File: src/rtl/dual_writeback_queue_pkg.sv
// Shared definitions for the dual-result writeback queue: default widths,
// the queue entry record and the register-zero constant.
package dual_writeback_queue_pkg;

  localparam int unsigned XlenDef = 32;
  localparam int unsigned RaWDef  = 5;

  // Writes to this register are architecturally discarded.
  localparam int unsigned RegZero = 0;

  typedef struct packed {
    logic [RaWDef-1:0]  rd;
    logic [XlenDef-1:0] data;
  } wbq_entry_t;

endpackage

File: src/rtl/dual_writeback_queue_pending_match.sv
// Pending-write lookup: ORs a comparison of the query register against every
// occupied queue entry. Register zero never reports pending.
module wbq_pending_match
  import dual_writeback_queue_pkg::*;
#(
  parameter int unsigned DEPTH = 8,
  parameter int unsigned RA_W  = RaWDef
) (
  input  logic [DEPTH-1:0]           valid_i,
  input  logic [DEPTH-1:0][RA_W-1:0] rd_i,
  input  logic [RA_W-1:0]            query_i,
  output logic                       hit_o
);

  logic any_hit;

  always_comb begin
    any_hit = 1'b0;
    for (int unsigned i = 0; i < DEPTH; i++) begin
      if (valid_i[i] && (rd_i[i] == query_i)) begin
        any_hit = 1'b1;
      end
    end
  end

  assign hit_o = any_hit & (query_i != RA_W'(RegZero));

endmodule

File: src/rtl/dual_writeback_queue.sv
// In-order buffer for up to two ALU results per cycle, drained two at a time
// to the register file with show-ahead outputs and a pending-register query.
module dual_writeback_queue
  import dual_writeback_queue_pkg::*;
#(
  parameter int unsigned DEPTH = 8,
  parameter int unsigned XLEN  = XlenDef,
  parameter int unsigned RA_W  = RaWDef
) (
  input  logic                     clk,
  input  logic                     rst,
  input  logic                     in_valid_0,
  input  logic [XLEN-1:0]          in_data_0,
  input  logic [RA_W-1:0]          in_rd_0,
  input  logic                     in_valid_1,
  input  logic [XLEN-1:0]          in_data_1,
  input  logic [RA_W-1:0]          in_rd_1,
  output logic                     in_ready,
  input  logic                     wb_ready,
  output logic                     wb_en_0,
  output logic [RA_W-1:0]          wb_addr_0,
  output logic [XLEN-1:0]          wb_data_0,
  output logic                     wb_en_1,
  output logic [RA_W-1:0]          wb_addr_1,
  output logic [XLEN-1:0]          wb_data_1,
  input  logic [RA_W-1:0]          query_rd_a,
  output logic                     pending_a,
  input  logic [RA_W-1:0]          query_rd_b,
  output logic                     pending_b,
  output logic [$clog2(DEPTH):0]   count,
  output logic                     overflow
);

  localparam int unsigned PtrW = $clog2(DEPTH);
  localparam int unsigned CntW = PtrW + 1;

  logic [PtrW-1:0]            head_q, head_d, tail_q, tail_d;
  logic [PtrW-1:0]            head_p1, tail_p1, wr1_idx;
  logic [CntW-1:0]            count_q, count_d;
  logic                       overflow_q, overflow_d;
  logic [DEPTH-1:0]           vld_q, vld_d;
  logic [DEPTH-1:0][RA_W-1:0] rd_q, rd_d;
  logic [DEPTH-1:0][XLEN-1:0] data_q, data_d;

  logic       wr0, wr1, occ1, occ2, waw, pop0, pop1;
  logic [1:0] num_push, num_pop;

  assign head_p1 = head_q + PtrW'(1);
  assign tail_p1 = tail_q + PtrW'(1);

  // Two free slots are demanded so a full pair can always be accepted.
  assign in_ready = (count_q <= CntW'(DEPTH - 2));

  assign wr0 = in_ready & in_valid_0 & (in_rd_0 != RA_W'(RegZero));
  assign wr1 = in_ready & in_valid_1 & (in_rd_1 != RA_W'(RegZero));
  assign wr1_idx  = wr0 ? tail_p1 : tail_q;
  assign num_push = {1'b0, wr0} + {1'b0, wr1};

  assign occ1 = (count_q != '0);
  assign occ2 = (count_q >= CntW'(2));

  // Same destination at head and head+1: only the younger write survives.
  assign waw = occ2 & (rd_q[head_q] == rd_q[head_p1]);

  assign wb_en_0   = occ1 & ~waw;
  assign wb_addr_0 = rd_q[head_q];
  assign wb_data_0 = data_q[head_q];
  assign wb_en_1   = occ2;
  assign wb_addr_1 = rd_q[head_p1];
  assign wb_data_1 = data_q[head_p1];

  // A squashed head entry still pops, hence the raw occupancy terms.
  assign pop0    = wb_ready & occ1;
  assign pop1    = wb_ready & occ2;
  assign num_pop = {1'b0, pop0} + {1'b0, pop1};

  always_comb begin
    vld_d  = vld_q;
    rd_d   = rd_q;
    data_d = data_q;
    if (pop0) begin
      vld_d[head_q] = 1'b0;
    end
    if (pop1) begin
      vld_d[head_p1] = 1'b0;
    end
    if (wr0) begin
      vld_d[tail_q]  = 1'b1;
      rd_d[tail_q]   = in_rd_0;
      data_d[tail_q] = in_data_0;
    end
    if (wr1) begin
      vld_d[wr1_idx]  = 1'b1;
      rd_d[wr1_idx]   = in_rd_1;
      data_d[wr1_idx] = in_data_1;
    end
  end

  always_comb begin
    head_d     = head_q + PtrW'(num_pop);
    tail_d     = tail_q + PtrW'(num_push);
    count_d    = count_q + CntW'(num_push) - CntW'(num_pop);
    overflow_d = overflow_q | (~in_ready & (in_valid_0 | in_valid_1));
  end

  always_ff @(posedge clk or posedge rst) begin
    if (rst) begin
      head_q     <= '0;
      tail_q     <= '0;
      count_q    <= '0;
      overflow_q <= 1'b0;
      vld_q      <= '0;
    end else begin
      head_q     <= head_d;
      tail_q     <= tail_d;
      count_q    <= count_d;
      overflow_q <= overflow_d;
      vld_q      <= vld_d;
    end
  end

  // Payload needs no reset; the valid bits and count gate every use of it.
  always_ff @(posedge clk) begin
    rd_q   <= rd_d;
    data_q <= data_d;
  end

  assign count    = count_q;
  assign overflow = overflow_q;

  wbq_pending_match #(
    .DEPTH (DEPTH),
    .RA_W  (RA_W)
  ) u_match_a (
    .valid_i (vld_q),
    .rd_i    (rd_q),
    .query_i (query_rd_a),
    .hit_o   (pending_a)
  );

  wbq_pending_match #(
    .DEPTH (DEPTH),
    .RA_W  (RA_W)
  ) u_match_b (
    .valid_i (vld_q),
    .rd_i    (rd_q),
    .query_i (query_rd_b),
    .hit_o   (pending_b)
  );

endmodule

File: config.mk
export PLATFORM = sky130hd
export DESIGN_NAME = dual_writeback_queue
export DESIGN_NICKNAME = d
export VERILOG_FILES = /design/src/rtl/dual_writeback_queue_pkg.sv /design/src/rtl/dual_writeback_queue_pending_match.sv /design/src/rtl/dual_writeback_queue.sv
export SDC_FILE = /design/constraint.sdc
export NUM_CORES = 1
export LEC_CHECK = 0
export CAP_MARGIN = 15
export CORE_MARGIN = 2
export CORE_UTILIZATION = 29
export DETAILED_ROUTE_END_ITERATION = 10
export PLACE_DENSITY = 0.55
export REMOVE_ABC_BUFFERS = 1
export SYNTH_ARGS = -nofsm -noshare
export SYNTH_HDL_FRONTEND = slang
export SYNTH_SLANG_ARGS = --single-unit
File: constraint.sdc
create_clock -name clk -period 3.4 [get_ports clk]
set_input_delay 0.51 -clock clk [delete_from_list [all_inputs] [get_ports clk]]
set_output_delay 0.51 -clock clk [all_outputs]
set_load 0.005 [all_outputs]
==> metrics.txt, run 1 <==
# rows between 90 and 100; root buffer cell clkbuf_16; unrepaired setup endpoints after global routing yes; Ys Warns 0; final setup fails 5; Yosys top cell area share 29.32%; fraction of registers with async set/reset 6.032%; Die Area 71,820 sq um; Tcrit/Tclk final 105.3%; PD cells roughly 1200 nW/um^2; TritonCTS Buffers 39; flops & latches, synth 315; final wirelength roughly 77,000 um; largest net degree at the start of global routing 43; WHS 0.3921 ns; cell taking the most area after synthesis dfxtp_1; Overflow after GRT 0; Flop pwr share 23.6%; share of layout cells above drive strength 1 40.19%; Worst IR Drop VDD ~0.54 mV; hold crit path type input pin to asynchronous set/reset pin; register area share after synthesis 31.67%; Max H-tree Level 2; slew of the pin with the lowest slew margin 0.8003 ns; Via Count 15,650; CP Launch Type register; r2r startpoint count[3]; Mapped Avg Cell Area 11.96 sq um; Die Span Y between 200 and 300 um; Max Transition Viols Final 0; Worst EP arrival 3.07 ns; hold buffers post-CTS 0; Setup TNS Final -0.2535 ns; Overall Power 32.43 mW; Buffers on Ports 172; gr usage total about a fifth; Bufs on Longest Clock Path 3; Sinks on Clock Net 315; Sw Ratio 38.74%; gpl congestion 0.8924; Finished Core Util between 30% and 40%; nets@finish between 2,000 and 2,500; DP HPWL 47,720 um; CP required 2.89 ns; drt first pass iters 5; violated checks negative setup slack; Routed Antenna Nets 0; dominant synthesized flop cell dfxtp_1; setup ws final -0.1814 ns; worst slack, placed -0.1802 ns; DRT iter0 DRCs between 1,000 and 1,500; vias in the first global route around 16,000; Pint 19.87 mW; remaining routing DRC violations 0; count leader, synth dfxtp_1; leakage power total 11.03 nW; Initial Utilization about 29%; Synth cell types a little under 60; metal3 WL roughly 5200 um; WS Path Type register to output port; first-pass GRT wire length approximately 110,000 um; Peak Freq 279.2 MHz; Vias/cell roughly 5.4; synth cell count leaders dfxtp_1 (296), mux2_2 (259), mux2_1 (209); Avg WL per Cell 26.76 um; clock transition at the registers of the reported paths 0.06 ns; CTS tree done; Area growth, synth to finish 29.84%; worst clock skew 0.02279 ns; Ports 173; endpoint type of the worst setup path output port; run status finished with violations; Clock Latency Late Sink 0.57 ns; final hold violation count 0; Die W 268.0 um; Clk pwr share around 14%; Slew HR 46.59%; Post-synth EDFFs 0; Mapped Cells between 1,500 and 2,000; combinational fraction of design power 62.9%; initial antenna violation count 8; Net Sw Power between 10 and 15 mW; fin crit period between 3 and 4 ns; Mapped Area slightly above 20,000 sq um; core area 68,830 sq um; crit-path max FO 3; wire length on met2 about 37,000 um; Synth area leaders dfxtp_1 (29%), mux2_2 (14%), mux2_1 (12%); worst setup path start head_q[0]; met1 wire length between 30,000 and 40,000 um; highest metal layer with signal wires met5; max-cap viol count 0
==> logic make-up after synthesis <==
logic type / synth area share [%]
adders and majority gates: 1.139
AOI/OAI and AO/OA: 6.878
buffers and inverters: 4.563
muxes: 46.34
DFF: 31.67
xor gates and xnor gates: 3.981
and+or+nand+nor: 5.423
==> critical path, cell delays in order (launching register included) <==
cell	delay, ns
dfrtp_4	0.50
ha_4	0.31
mux4_2	0.28
mux2_4	0.29
or4_4	0.45
a2111oi_4	0.31
a41oi_2	0.18
buf_2	0.17
==> registers in the layout, indices dropped and copies added (netlist names) <==
name,flops
overflow,1
head_q,3
vld_q,8
data_q,256
tail_q,3
count,4
rd_q,40
==> what timing repair did <==
item	CTS	global route
pin swaps	22	15
setup endpoints to repair	69	45
setup buffers	19	3
gates resized for setup	113	44
gates cloned	13	5
==> power by group through the flow <==
stage	sequential [mW]	combinational, mW	clock (mW)
final	7.64	20.4	4.37
after detailed placement	7.61	18.5	0
after global placement	7.52	18.2	0
after floorplan	7.30	10.9	0
after global routing	7.88	21.6	4.62
after CTS	7.57	20.1	4.47
==> layout make-up <==
type                    instances  area [sq um]
flip-flops and latches        315          6407
clock buffers                  54          1124
well taps                     931          1165
inverters                      21         81.33
fillers                      6584         42580
diodes                          2         5.005
repair buffers                344          4073
clock inverters                15         201.4
multi-input cells            1214         13190
==> through the flow <==
step | area, sq um | instances
detailed placement | 23890 | 2788
finish | 26240 | 2896
floorplan | 19370 | 1550
global placement | 23890 | 2788
CTS | 26020 | 2889
global route | 26240 | 2896
==> placed cells by master (no fill, tap or decap), types with 6 or more instances in the layout <==
cell type        instances
mux2i_1                 14
ha_1                    11
a221oi_1                13
clkbuf_1                 7
nand4_1                  9
a221oi_2                12
dfxtp_1                296
xnor2_1                 19
a22oi_1                 72
nand2_1                110
mux2_1                 209
nor4_1                  16
clkbuf_16               45
mux4_2                  79
clkdlybuf4s15_1          6
clkbuf_8                 7
inv_1                   19
a22o_1                  18
buf_4                   92
clkbuf_2                 6
buf_6                    7
mux2_4                 147
bufbuf_16                8
nor2_1                   9
a21oi_1                 14
dlygate4sd2_1           30
clkdlybuf4s50_1        121
a221o_1                  8
xor2_1                  69
buf_16                   7
dfrtp_1                 16
mux2_2                 257
nand3_1                 38
dlymetal6s2s_1           8
nand2_2                  6
buf_12                  52
==> path summary, 6_finish.rpt <==
check	endpoint	depth (start not counted)	slack [ns]
setup / recovery	wb_en_0	7	-0.18
hold / removal	overflow	2	0.39
setup reg to reg	count[3]	13	0.48
hold reg to reg	overflow	1	0.48
max in group asynchronous	head_q[0]	2	2.42
min in group clk	overflow	1	0.48
==> routing by layer <==
layer	up-vias	track usage (%)
li1	6880	-
met1	7940	26.90
met2	641	35.39
met3	181	3.867
met4	10	8.108
met5	-	0
Note: power is estimated with default switching activity, not from simulation.
==> run 2, diff against run 1 <==
GPL_ROUTABILITY_DRIVEN = 0   (was unset)
clock period = 3.6 ns   (was 3.4 ns; I/O delays follow)
==> metrics.txt, run 2 (synthesized netlist as in run 1, its figures left out) <==
setup ws final -0.03453 ns (+0.1469 ns); Finished Layout Cells 2,824 (-2.5%); Die W 268.0 um (unchanged); CP required 3.06 ns (+0.17 ns); core area 68,830 sq um (unchanged); WHS 0.4533 ns (+0.06121 ns); share of layout cells above drive strength 1 36.26% (-3.9 points); Peak Freq roughly 280 MHz; Ports 173 (unchanged); vias in the first global route 15,840 (-1.6%); Clock Latency Late Sink 0.56 ns (about the same); CTS tree done; Avg WL per Cell 26.06 um (-2.6%); Die Span Y 268.0 um (unchanged); initial antenna violation count 9 (+1); Overflow after GRT 0 (unchanged); endpoint type of the worst setup path output port; Max Transition Viols Final 0 (unchanged); Final Cell Area 24,960 sq um (-4.9%); Levels on crit path 7 (unchanged); Tcrit/Tclk final 101.0%; DP HPWL 46,730 um (-2.1%); final setup fails 1 (-4); Via Count 15,320 (-2.1%); leakage power total 10.26 nW (-7.0%); PD cells 1145 nW/um^2 (-7.3%); Die Area 71,820 sq um (unchanged); final wirelength 73,590 um (-5.0%); CP top delay family multiplexers; run status finished with violations; max-cap viol count 0 (unchanged); number of buffers and inverters on the critical path 1 (unchanged); Bufs on Longest Clock Path 3 (unchanged); most frequent cells in the layout dfxtp_1 (296), mux2_2 (258), mux2_1 (209); WS Path Type register to output port; Overall Power 28.59 mW (-12%); worst clock skew 0.01569 ns (-0.007100 ns); clock transition at the registers of the reported paths 0.06 ns (about the same); Routed Antenna Nets 0 (unchanged); Vias/cell 5.426 (+0.39%); Critical-path top delay cell dfrtp_4; crit-path max FO 4 (+1); Reg2Reg Depth 13 (unchanged); number of flip-flops in the largest register 256 (unchanged); Initial Utilization 29.36% (unchanged); drt first pass iters 5 (unchanged); TritonCTS Buffers 37 (-5.1%); DRT iter0 DRCs 1,193 (+2.1%); largest net degree at the start of global routing 52 (+21%); commonest non-fill, non-tap cell in the layout dfxtp_1; gr usage total 20.04% (-1.1 points); Max H-tree Level 2 (unchanged); dpl cell area 23,570 sq um (-1.4%); Sinks on Clock Net 315 (unchanged); violated checks negative setup slack; # rows 96 (unchanged); nets@finish 1,975 (-3.2%); Top reg by flops data_q; Buffers on Ports 172 (unchanged); Critical Path Max Stage Delay 0.49 ns (about the same); Area growth, synth to finish 23.52%; fin crit period 3.635 ns; Worst IR Drop VDD 0.7058 mV (+30%); Top Registers data_q (256), rd_q (40), vld_q (8); hold crit path type input pin to asynchronous set/reset pin; CP Launch Type register; final hold violation count 0 (unchanged); Worst EP arrival 3.09 ns (+0.02 ns); FILL cells 6,624 (+0.61%); Placed Cells 2,756 (-1.1%); first-pass GRT wire length 106,500 um (-4.6%); remaining routing DRC violations 0 (unchanged); slew of the pin with the lowest slew margin 0.8479 ns (+0.04762 ns); Multi-input gate area 13,060 sq um (-0.99%); crit path cell chain ha_4, mux4_2, mux2_4, or4_4, a2111oi_4, a41oi_2, buf_2; Slew HR 43.41% (-3.2 points); register area 6407 sq um (unchanged); unrepaired setup endpoints after global routing yes; root buffer cell clkbuf_16; worst slack, placed -0.009645 ns (+0.1705 ns)
[run 2: worst paths after layout]
path,from,endpoint,slack (ns)
setup reg to reg,count[3],count[3],0.48
hold / removal,rst,count[2],0.45
hold reg to reg,overflow,overflow,0.49
min in group clk,overflow,overflow,0.49
max in group asynchronous,rst,head_q[0],2.52
setup / recovery,head_q[0],wb_en_0,-0.03
[run 2: stage by stage]
step	util [%]	TNS (ns)
after floorplan	-	-533.77
after global placement	34.24	-0.003113
after detailed placement	34.24	-0.009645
after CTS	36.07	-0.1276
after global routing	36.27	-0.09907
final	36.27	-0.03453
[run 2: report_power, final]
part	switching, mW	total (mW)	internal [mW]
clock	1.59	3.78	2.20
sequential	1.74	7.19	5.45
combinational	7.74	17.6	9.89
[run 2: repair_timing]
action,4_1_cts,5_1_grt
gates resized for setup,35,15
setup buffers,0,4
setup endpoints to repair,54,31
gates cloned,0,2
pin swaps,7,6
hold buffers,0,0
[run 2: layer usage]
metal | part of all wire [%] | GRT usage (%) | vias up
met4 | 3.7 | 7.640 | 14
met3 | 7.2 | 3.812 | 183
li1 | - | - | 6737
met5 | 0.11 | 0 | -
met2 | 48 | 33.49 | 660
met1 | 41 | 25.55 | 7728
[run 2: final cells by class]
| cell class | count | share of cell area [%] |
|---|---|---|
| Timing Repair Buffer | 281 | 12.39 |
| Clock buffer | 55 | 4.300 |
| Multi-Input combinational cell | 1214 | 52.30 |
| Tap cell | 931 | 4.666 |
| Antenna cell | 1 | 0.01002 |
| Sequential cell | 315 | 25.67 |
| Inverter | 21 | 0.3158 |
| Clock inverter | 6 | 0.3508 |
==> run 3, diff against run 2 <==
CAP_MARGIN = 20   (was 15)
==> results of run 3 <==
The final DEF is identical to that of run 2; final timing and power are the same.
